`src/rtl/vector_wb_seq.sv`:
```
// ============================================================================
// Module   : vector_wb_seq
// Brief    : Vector register-file writeback sequencer. Splits an LMUL register
//            group into NPORT-wide write beats with vl/SEW tail strobing and
//            reduction-scalar writes. Optional macro VECTOR_WB_PEND_EN adds a
//            per-register pending mask output.
// Revision : 1.0 - initial release
// ============================================================================
`default_nettype none

module vector_wb_seq #(
    parameter int VLEN    = 128,
    parameter int NPORT   = 4,
    parameter int MAXLMUL = 8,
    parameter int VLW     = $clog2(VLEN*MAXLMUL/8) + 1
) (
    input  logic                      clk,
    input  logic                      rst_n,
    input  logic                      in_valid,
    output logic                      in_ready,
    input  logic [4:0]                in_vd,
    input  logic [1:0]                in_lmul,
    input  logic [1:0]                in_sew,
    input  logic                      in_red,
    input  logic [VLW-1:0]            in_vl,
    input  logic [VLEN*MAXLMUL-1:0]   in_data,
    output logic [NPORT-1:0]          rf_wen,
    output logic [NPORT*5-1:0]        rf_waddr,
    output logic [NPORT*VLEN/8-1:0]   rf_wstrb,
    output logic [NPORT*VLEN-1:0]     rf_wdata,
    output logic                      busy,
    output logic                      done,
    output logic                      misalign
`ifdef VECTOR_WB_PEND_EN
    ,
    output logic [31:0]               pend_mask
`endif
);

    localparam int         c_BPR         = VLEN / 8;
    localparam int         c_LOG_NPORT   = $clog2(NPORT);
    localparam int         c_LOG_MAXLMUL = $clog2(MAXLMUL);
    localparam int         c_MAXBEATS    = MAXLMUL / NPORT;
    localparam int         c_BW          = (c_MAXBEATS > 1) ? $clog2(c_MAXBEATS) : 1;
    localparam int         c_VBW         = VLW + 3;
    localparam logic [1:0] c_LMUL_CAP    = 2'(c_LOG_MAXLMUL);

    typedef enum logic [0:0] {
        S_IDLE  = 1'b0,
        S_WRITE = 1'b1
    } state_t;

    state_t                  r_state;
    logic [c_BW-1:0]         r_beat;
    logic [c_BW-1:0]         r_last;
    logic [4:0]              r_vd;
    logic [1:0]              r_lmul;
    logic [1:0]              r_sew;
    logic                    r_red;
    logic [VLW-1:0]          r_vl;
    logic [VLEN*MAXLMUL-1:0] r_data;

    logic                    w_accept;
    logic                    w_final;
    logic [1:0]              w_lmul;
    logic [4:0]              w_nreg;
    logic [VLW-1:0]          w_vlmax;
    logic [VLW-1:0]          w_vl;
    logic [c_BW-1:0]         w_last;
    logic [4:0]              w_rnreg;
    logic [c_VBW-1:0]        w_vbytes;
    logic [NPORT-1:0]        w_act;

    function automatic int reg_idx(input logic [c_BW-1:0] beat, input int p);
        return int'(beat) * NPORT + p;
    endfunction

    // Accept-side decode: clamp vl to VLMAX and size the beat count up front.
    always_comb begin
        w_lmul  = (in_lmul > c_LMUL_CAP) ? c_LMUL_CAP : in_lmul;
        w_nreg  = 5'd1 << w_lmul;
        w_vlmax = VLW'((int'(w_nreg) * c_BPR) >> in_sew);
        w_vl    = (in_vl > w_vlmax) ? w_vlmax : in_vl;
        if (in_red || (int'(w_lmul) <= c_LOG_NPORT))
            w_last = '0;
        else
            w_last = c_BW'((1 << (int'(w_lmul) - c_LOG_NPORT)) - 1);
    end

    assign w_final  = (r_state == S_WRITE) && (r_beat == r_last);
    assign in_ready = (r_state == S_IDLE) || w_final;
    assign w_accept = in_valid && in_ready;
    assign busy     = (r_state == S_WRITE);
    assign done     = w_final;
    assign misalign = w_accept && !in_red && (|(in_vd & (w_nreg - 5'd1)));

    always_ff @(posedge clk or negedge rst_n) begin
        if (!rst_n) begin
            r_state <= S_IDLE;
            r_beat  <= '0;
            r_last  <= '0;
            r_vd    <= '0;
            r_lmul  <= '0;
            r_sew   <= '0;
            r_red   <= 1'b0;
            r_vl    <= '0;
            r_data  <= '0;
        end else if (w_accept) begin
            r_state <= S_WRITE;
            r_beat  <= '0;
            r_last  <= w_last;
            r_vd    <= in_vd;
            r_lmul  <= w_lmul;
            r_sew   <= in_sew;
            r_red   <= in_red;
            r_vl    <= w_vl;
            r_data  <= in_data;
        end else if (r_state == S_WRITE) begin
            if (w_final) begin
                r_state <= S_IDLE;
                r_beat  <= '0;
            end else begin
                r_beat  <= r_beat + 1'b1;
            end
        end
    end

    // Write-port decode from registered state only; inactive ports drive zeros.
    always_comb begin
        w_rnreg  = 5'd1 << r_lmul;
        w_vbytes = c_VBW'(r_vl) << r_sew;
        rf_wen   = '0;
        rf_waddr = '0;
        rf_wstrb = '0;
        rf_wdata = '0;
        w_act    = '0;
        if (r_state == S_WRITE) begin
            if (r_red) begin
                w_act[0] = 1'b1;
                if (r_vl != '0) begin
                    rf_wen[0]          = 1'b1;
                    rf_waddr[4:0]      = r_vd;
                    rf_wdata[VLEN-1:0] = r_data[VLEN-1:0];
                    for (int b = 0; b < c_BPR; b++)
                        rf_wstrb[b] = (b < (1 << r_sew));
                end
            end else begin
                for (int p = 0; p < NPORT; p++) begin
                    if (reg_idx(r_beat, p) < int'(w_rnreg)) begin
                        w_act[p] = 1'b1;
                        if (r_vl != '0) begin
                            rf_wen[p]                = 1'b1;
                            rf_waddr[p*5 +: 5]       = r_vd + 5'(reg_idx(r_beat, p));
                            rf_wdata[p*VLEN +: VLEN] = r_data[reg_idx(r_beat, p)*VLEN +: VLEN];
                            for (int b = 0; b < c_BPR; b++)
                                rf_wstrb[p*c_BPR + b] =
                                    ((reg_idx(r_beat, p) * c_BPR + b) < int'(w_vbytes));
                        end
                    end
                end
            end
        end
    end

`ifdef VECTOR_WB_PEND_EN
    logic [31:0] r_pend;
    logic [31:0] w_set;
    logic [31:0] w_clr;

    // Clears follow beat issue (not wen), so a vl==0 result still retires its bits.
    always_comb begin
        w_set = '0;
        w_clr = '0;
        if (w_accept) begin
            if (in_red) begin
                w_set[in_vd] = 1'b1;
            end else begin
                for (int j = 0; j < MAXLMUL; j++)
                    if (j < int'(w_nreg))
                        w_set[in_vd + 5'(j)] = 1'b1;
            end
        end
        for (int p = 0; p < NPORT; p++)
            if (w_act[p])
                w_clr[r_vd + (r_red ? 5'd0 : 5'(reg_idx(r_beat, p)))] = 1'b1;
    end

    always_ff @(posedge clk or negedge rst_n) begin
        if (!rst_n)
            r_pend <= '0;
        else
            r_pend <= (r_pend & ~w_clr) | w_set;
    end

    assign pend_mask = r_pend;
`endif

endmodule

`default_nettype wire

```
`config.mk`:
```
export PLATFORM = sky130hd
export DESIGN_NAME = vector_wb_seq
export DESIGN_NICKNAME = d
export VERILOG_FILES = /design/src/rtl/vector_wb_seq.sv
export SDC_FILE = /design/constraint.sdc
export NUM_CORES = 2
export LEC_CHECK = 0
export BUFFER_PORTS_ARGS = -buffer_cell sky130_fd_sc_hd__buf_2
export CORE_AREA = 10 10 639 641
export CTS_CLUSTER_DIAMETER = 200
export DETAILED_ROUTE_END_ITERATION = 8
export DIE_AREA = 0 0 649 651
export MAX_ROUTING_LAYER = met4
export PLACE_DENSITY = 0.3
export SLEW_MARGIN = 20
export SYNTH_ARGS = -nofsm -noshare
export SYNTH_HDL_FRONTEND = slang
export SYNTH_SLANG_ARGS = --single-unit
```
`constraint.sdc`:
```
create_clock -name clk -period 3.5 [get_ports clk]
set_input_delay 0.175 -clock clk [delete_from_list [all_inputs] [get_ports clk]]
set_output_delay 0.175 -clock clk [all_outputs]
set_load 0.05 [all_outputs]
```
-- Word level (Yosys, flattened, before mapping)
Index checks and enable logic that the tools add are counted.
- bits in latches: 0
- output and inout bits: 604
- memory bits (writable): 0
- memories: 0
- register bits: 1045
- memory bits (read-only): 0
- input port bits: 1045
- word-level logic and storage cells: 243
- div/mod/pow operators: 0
- bitwise logic cells: 2
- reduce and logical (&&, ||, !) cells: 10
- equal/unequal tests: 1
- shifts and indexed selects: 10
- magnitude comparators: 87
- $mul: 0
- add/sub/neg operators: 71
- mux-type cells: 53
- operator list (kind ; number):
    $shiftx 1024x32->128 ; 3
    $lt 32x12->1 ; 45
    $mux 128 ; 10
    $shiftx 1024x11->128 ; 1
    $add 32x5->32 const B ; 21
    $mux 512 ; 1
    $add 32x4->32 const B ; 12
    $mux 384 ; 1
    $lt 5x32->1 const A ; 8
    $add 32x3->32 const B ; 6
    $lt 8x11->1 ; 15
    $mux 16 ; 10
    $lt 4x32->1 const A ; 4
    $add 32x2->32 const B ; 3
    $lt 32x6->1 ; 3
    $add 7x4->8 const B ; 8
    $lt 3x32->1 const A ; 2
    $mux 64 ; 1
    $mux 5 ; 10
    $mux 48 ; 1
    $lt 9x11->1 ; 3
    $add 7x3->8 const B ; 4
    $lt 1x32->1 const A ; 1
    $lt 2x32->1 const A ; 1
    other kinds (37) ; 60

-- Logic depth before layout (Yosys ltp)
- depth after elaboration: 7
- mapped depth: 13
- mapped depth without buffers: 10

-- Worst setup path after synthesis
Ideal clock, no wire load.
- kind: flip-flop to output port
- start point: register r_sew[0]
- end point: output port rf_wstrb[61]
- required time: 3325 ps
- slack: 52 ps
- data arrival time: 3273 ps
- path buffers: 3
- stages on the path, launching flop included: 12
- cell sequence: dfrtp_1 > buf_4 > clkbuf_1 > buf_2 > nand2_1 > o21ai_0 > inv_1 > ha_1 > nor2b_1 > o21ai_1 > nand2_1 > a211oi_1
- cells in the longest elaborated chain, start to end: 6
- RTL lines (item ; line ; text):
    from (decl) ; 58 ; logic [1:0] r_sew;
    from (signal assigned) ; 114 ; r_sew <= in_sew;
    $shl 8x2->11 ; 131 ; w_vbytes = c_VBW'(r_vl) << r_sew;
    $lt 32x12->1 ; 157 ; ((reg_idx(r_beat, p) * c_BPR + b) < int'(w_vbytes));
    $mux 16 ; 151 ; if (r_vl != '0) begin
    $mux 16 ; 149 ; if (reg_idx(r_beat, p) < int'(w_rnreg)) begin
    $mux 48 ; 138 ; if (r_red) begin
    $mux 64 ; 137 ; if (r_state == S_WRITE) begin
    to (decl) ; 29 ; output logic [NPORT*VLEN/8-1:0] rf_wstrb,
Every way passes these cells.

-- Worst setup path in the final report
- start point: register r_vl[4]
- end point: output port rf_wstrb[16]
- cells in the longest elaborated chain, start to end: 6
- elaborated cells between the ends (all ways): 7
- classes of those cells: 1 x order compare; 1 x shift; 4 x mux; 1 x reduce/logical
- RTL lines (item ; line ; text):
    from (decl) ; 60 ; logic [VLW-1:0] r_vl;
    from (signal assigned) ; 116 ; r_vl <= w_vl;
    $shl 8x2->11 ; 131 ;
    $lt 32x12->1 ; 157 ;
    $mux 16 * ; 151 ;
    $mux 16 * ; 149 ;
    $mux 48 * ; 138 ;
    $mux 64 * ; 137 ;
Mark *: on every way between the ends. The rest lies on a longest branch, timed or not.

==> results.txt <==
- Outcome: complete, but fails checks
* Violations in the final reports: negative setup slack
- Number of instances in the synthesized netlist: 6028
* Drt pass-1 iters: 8
- Setup total negative slack on the finished layout was measured at -0.0005920 ns.
* Total die area: 0.4225 mm^2
- Clock buffer depth: 4
* Worst hold slack: 0.08632 ns
* Number of sinks driven by the clock tree: 1045
* Hold crit path type: input port to asynchronous set/reset pin
* Worst path setup slack after routing: -0.0005920 ns
- Global-route wire length before repair: 465000 um
* Unrepaired setup endpoints after global routing: true
* Share of flip-flops with an asynchronous set or reset after synthesis: 100.0%
- Total of buffers placed on input and output ports: 1648
* Post-detail-place hpwl: 261200 um
- Entering global routing, the biggest net connects 127 pins.
* Vias in the first global route: 57286
- For this run, the share of the core covered by cells in the final layout is 22.08%.
- Leading cell type by number of instances after synthesis: sky130_fd_sc_hd__nand2_1
- Switching power share of the total: 38.02%
- Syn nets: 7091
- TritonCTS created 150 clock buffers.
* Leading register cell type out of synthesis: sky130_fd_sc_hd__dfrtp_1
- Measured in cells, the most critical reg-to-reg path has a length of 7.
- Detailed routing inserted a total of 52977 vias.
- Post-synth EDFFs: 0
- Number of maximum-capacitance constraint violations: 0
- DRT antenna net count: 0
- The number of max-slew violations in the final report came to 0.
* Avg Cell Area, Syn: 8.073 um^2
* Relative area change from synthesis to final layout: 79.30%
- TritonCTS built the clock tree.
- Core box area: 0.3951 mm^2
* Maximum achievable frequency: 285.7 MHz
* Part of the Yosys area used for sequential elements: 53.74%
- The net count of the finished layout is 10053.
- H-Tree Level Count: 4
* Worst slew margin relative to its limit: 39.17%
* Site row count: 231
* Post-synthesis instance area: 0.04866 mm^2
- Highest net fanout along the worst path: 8
- For the pin with the worst max-slew slack, the measured transition is 0.9125 ns.
- Clock transition at the registers of the reported paths: 0.05 ns
- Leading post-synthesis cells by cell area: sky130_fd_sc_hd__dfrtp_1, sky130_fd_sc_hd__nand2_1, sky130_fd_sc_hd__mux2i_1, sky130_fd_sc_hd__nor2_1, sky130_fd_sc_hd__a21oi_1
- After layout, the worst path uses 100.0% of the clock period.
- The endpoint identified for the worst register-to-register timing path is r_vl[2].
- Cell chosen for the clock root: sky130_fd_sc_hd__clkbuf_16
- Reg-to-reg startpoint: r_beat
- From left edge to right edge, the die measures 649 um.
* Leading area contributor after synthesis: sky130_fd_sc_hd__dfrtp_1
* Minimum period implied by the final worst setup slack: 3.501 ns
* Count of filler cells inserted in the layout: 43842
- Mean number of vias per cell: 3.670
- Die H: 651 um
- The Yosys step of the flow raised 0 warnings.
* Setup slack, reg-to-reg: 0.70 ns
- Required time at the worst-slack endpoint: 3.32 ns
* PwrDens: 528.6 mW/mm^2
- Worst slack at placement: 0.3144 ns
* Clk pwr share: 33.6%
- For this run, the total global-route usage over all layers was measured as 15.71%.
- STA classifies the critical path startpoint as a register.
- DRC violation count after routing: 0
- Total wire length after detailed routing: 340900 um
* Total chip power: 46.12 mW
- Critical path class: register to output pin
- Combinational share of power: 34.2%
- Cell internal power dissipation: 28.59 mW
* Initial antenna violation count: 131
- Dividing the detail-routed wire length by the instance count gives 23.62 um.
- Synthesis inferred 1045 register bits.
* I/O Pins: 1649
* Final GP Congestion: 0.8683
- Total grt overflow: 0
* Distinct cell type count of the synthesized netlist: 58
- Leak pwr: 42.39 nW
- Setup violations remaining at the end of the flow were counted as 1.
- The commonest cells after synthesis are sky130_fd_sc_hd__nand2_1, sky130_fd_sc_hd__dfrtp_1, sky130_fd_sc_hd__nor2_1.
- Initial standard-cell utilization of the core: 12.32%
- Final hold viol count: 0
* Part of the power in registers: 32.2%
* Clock latency reported for the late side of the worst-skew pair: 0.85 ns
- For the worst setup path, the data arrival time is 3.33 ns.
- The most critical setup path has its startpoint at r_vl[4].
- Detailed router's first-iteration violation count: 3383
- Of the post-synthesis cell area, the dominant cell type holds 53.74%.
- For the final database, setup skew stands at 0.04728 ns.
- The analysis attributes to net switching a power of 17.54 mW.
* Category of the worst setup path capture point: output pin
* Share of layout cells above drive strength 1: 26.92%
- Worst vdd ir: 356.2 uV
-- power groups by stage --
stage               combinational [mW]  sequential, mW  clock, mW
floorplan                         7.07            14.7          0
global placement                  13.1            15.0          0
detailed placement                13.1            15.0          0
CTS                               15.6            14.8       16.2
global route                      17.0            15.1       16.6
finish                            15.8            14.9       15.5
-- sequential cells by signal (all words and copies together), names as in the netlist --
register	cells
r_red	1
busy	1
r_sew	2
r_vl	8
r_beat	1
r_vd	5
r_last	1
r_lmul	2
r_data	1024
-- cells in the final DEF, fill, tap and decap left out, types with 5 or more instances in the layout --
cell | Yosys | layout
sky130_fd_sc_hd__clkbuf_16 | 0 | 170
sky130_fd_sc_hd__ha_1 | 17 | 14
sky130_fd_sc_hd__mux2i_4 | 0 | 6
sky130_fd_sc_hd__nor2_1 | 421 | 354
sky130_fd_sc_hd__buf_8 | 0 | 15
sky130_fd_sc_hd__dfrtp_1 | 1045 | 1036
sky130_fd_sc_hd__buf_4 | 46 | 304
sky130_fd_sc_hd__dlygate4sd3_1 | 0 | 1181
sky130_fd_sc_hd__clkinv_2 | 0 | 21
sky130_fd_sc_hd__buf_6 | 0 | 123
sky130_fd_sc_hd__diode_2 | 0 | 88
sky130_fd_sc_hd__nand3_1 | 12 | 11
sky130_fd_sc_hd__o211ai_1 | 14 | 14
sky130_fd_sc_hd__xor2_1 | 8 | 8
sky130_fd_sc_hd__clkbuf_1 | 154 | 39
sky130_fd_sc_hd__buf_16 | 0 | 21
sky130_fd_sc_hd__inv_1 | 16 | 14
sky130_fd_sc_hd__nand2b_1 | 9 | 6
sky130_fd_sc_hd__mux2i_1 | 392 | 344
sky130_fd_sc_hd__bufinv_16 | 0 | 5
sky130_fd_sc_hd__nor2_2 | 0 | 42
sky130_fd_sc_hd__buf_12 | 0 | 221
sky130_fd_sc_hd__nand3b_1 | 5 | 5
sky130_fd_sc_hd__a21oi_4 | 0 | 9
sky130_fd_sc_hd__mux2i_2 | 0 | 42
sky130_fd_sc_hd__o21ai_0 | 17 | 16
sky130_fd_sc_hd__clkbuf_8 | 0 | 31
sky130_fd_sc_hd__a21oi_2 | 3 | 32
sky130_fd_sc_hd__nor2_4 | 2 | 27
sky130_fd_sc_hd__a21o_1 | 6 | 5
sky130_fd_sc_hd__a21oi_1 | 206 | 168
sky130_fd_sc_hd__inv_6 | 0 | 7
sky130_fd_sc_hd__buf_2 | 151 | 1303
sky130_fd_sc_hd__nand2_1 | 3389 | 3385
sky130_fd_sc_hd__dfrtp_2 | 0 | 8
sky130_fd_sc_hd__nor2b_1 | 9 | 7
-- what timing repair did --
item,in CTS,in global routing
hold buffers,1182,0
resized for setup,378,313
endpoints found under the setup margin,487,277
cloned,17,16
pin swaps,16,21
hold endpoints to repair,1539,0
buffers inserted,58,14
-- final cells by class --
type / count / area (um^2) / share of cell area, %
clock inverter: 43 / 439.2 / 0.5033
clock buffer: 223 / 4402 / 5.045
antenna: 88 / 220.2 / 0.2524
tap: 5242 / 6559 / 7.517
timing repair buffer: 3189 / 27740 / 31.80
multi-input combinational: 4585 / 21650 / 24.81
inverter: 19 / 77.57 / 0.08891
sequential: 1045 / 26160 / 29.99
-- per-layer routing --
metal  global-route usage [%]  part of all wire, %  vias up
met2                    26.68                   49     1601
met3                    3.246                  5.5      414
met1                    19.23                   43    26131
li1                         -                    -    24831
met5                        -                    0        -
met4                    3.281                  2.4        0
-- cell families (layout without fill, tap and decap cells) --
family / count (synthesis) / after routing / share of synthesized area (%)
AO/OA/AOI/OAI: 282 / 282 / 3.240
XOR/XNOR: 12 / 12 / 0.2160
adder cells (fa/ha/maj): 18 / 18 / 0.4782
buffers and inverters: 400 / 3474 / 3.829
flip-flops: 1045 / 1045 / 53.74
multiplexers: 397 / 397 / 8.202
other: 0 / 88 / 0
AND/OR/NAND/NOR: 3874 / 3876 / 30.30
-- critical path, cell delays in order, from the launching register on --
cell,delay (ns)
sky130_fd_sc_hd__dfrtp_2,0.42
sky130_fd_sc_hd__buf_6,0.13
sky130_fd_sc_hd__mux2_4,0.27
sky130_fd_sc_hd__o21ai_4,0.17
sky130_fd_sc_hd__inv_2,0.07
sky130_fd_sc_hd__ha_4,0.31
sky130_fd_sc_hd__nand2_1,0.11
sky130_fd_sc_hd__o22ai_4,0.27
sky130_fd_sc_hd__a21oi_2,0.11
sky130_fd_sc_hd__o21ai_2,0.20
sky130_fd_sc_hd__buf_6,0.17
sky130_fd_sc_hd__a21oi_1,0.05
sky130_fd_sc_hd__buf_4,0.23
-- worst max-delay path by stage --
stage | to | slack [ns] | cells after the start
6_report | rf_wstrb[16] | -0.0006 | 12
5_1_grt | rf_wstrb[3] | -0.15 | 12
4_1_cts | rf_wdata[386] | -0.12 | 6
3_5_place_dp | rf_wstrb[9] | 0.31 | 10
3_3_place_gp | rf_wstrb[9] | 0.27 | 10
2_1_floorplan | rf_wstrb[61] | 0.05 | 11
-- stage by stage --
| stage | instances | area (um^2) |
|---|---|---|
| 5_1_grt | 14419 | 87210 |
| 3_5_place_dp | 12803 | 66790 |
| 6_report | 14434 | 87250 |
| 3_3_place_gp | 12803 | 66780 |
| 2_1_floorplan | 6028 | 48660 |
| 4_1_cts | 14324 | 85780 |
Note: power is estimated with default switching activity, not from simulation.
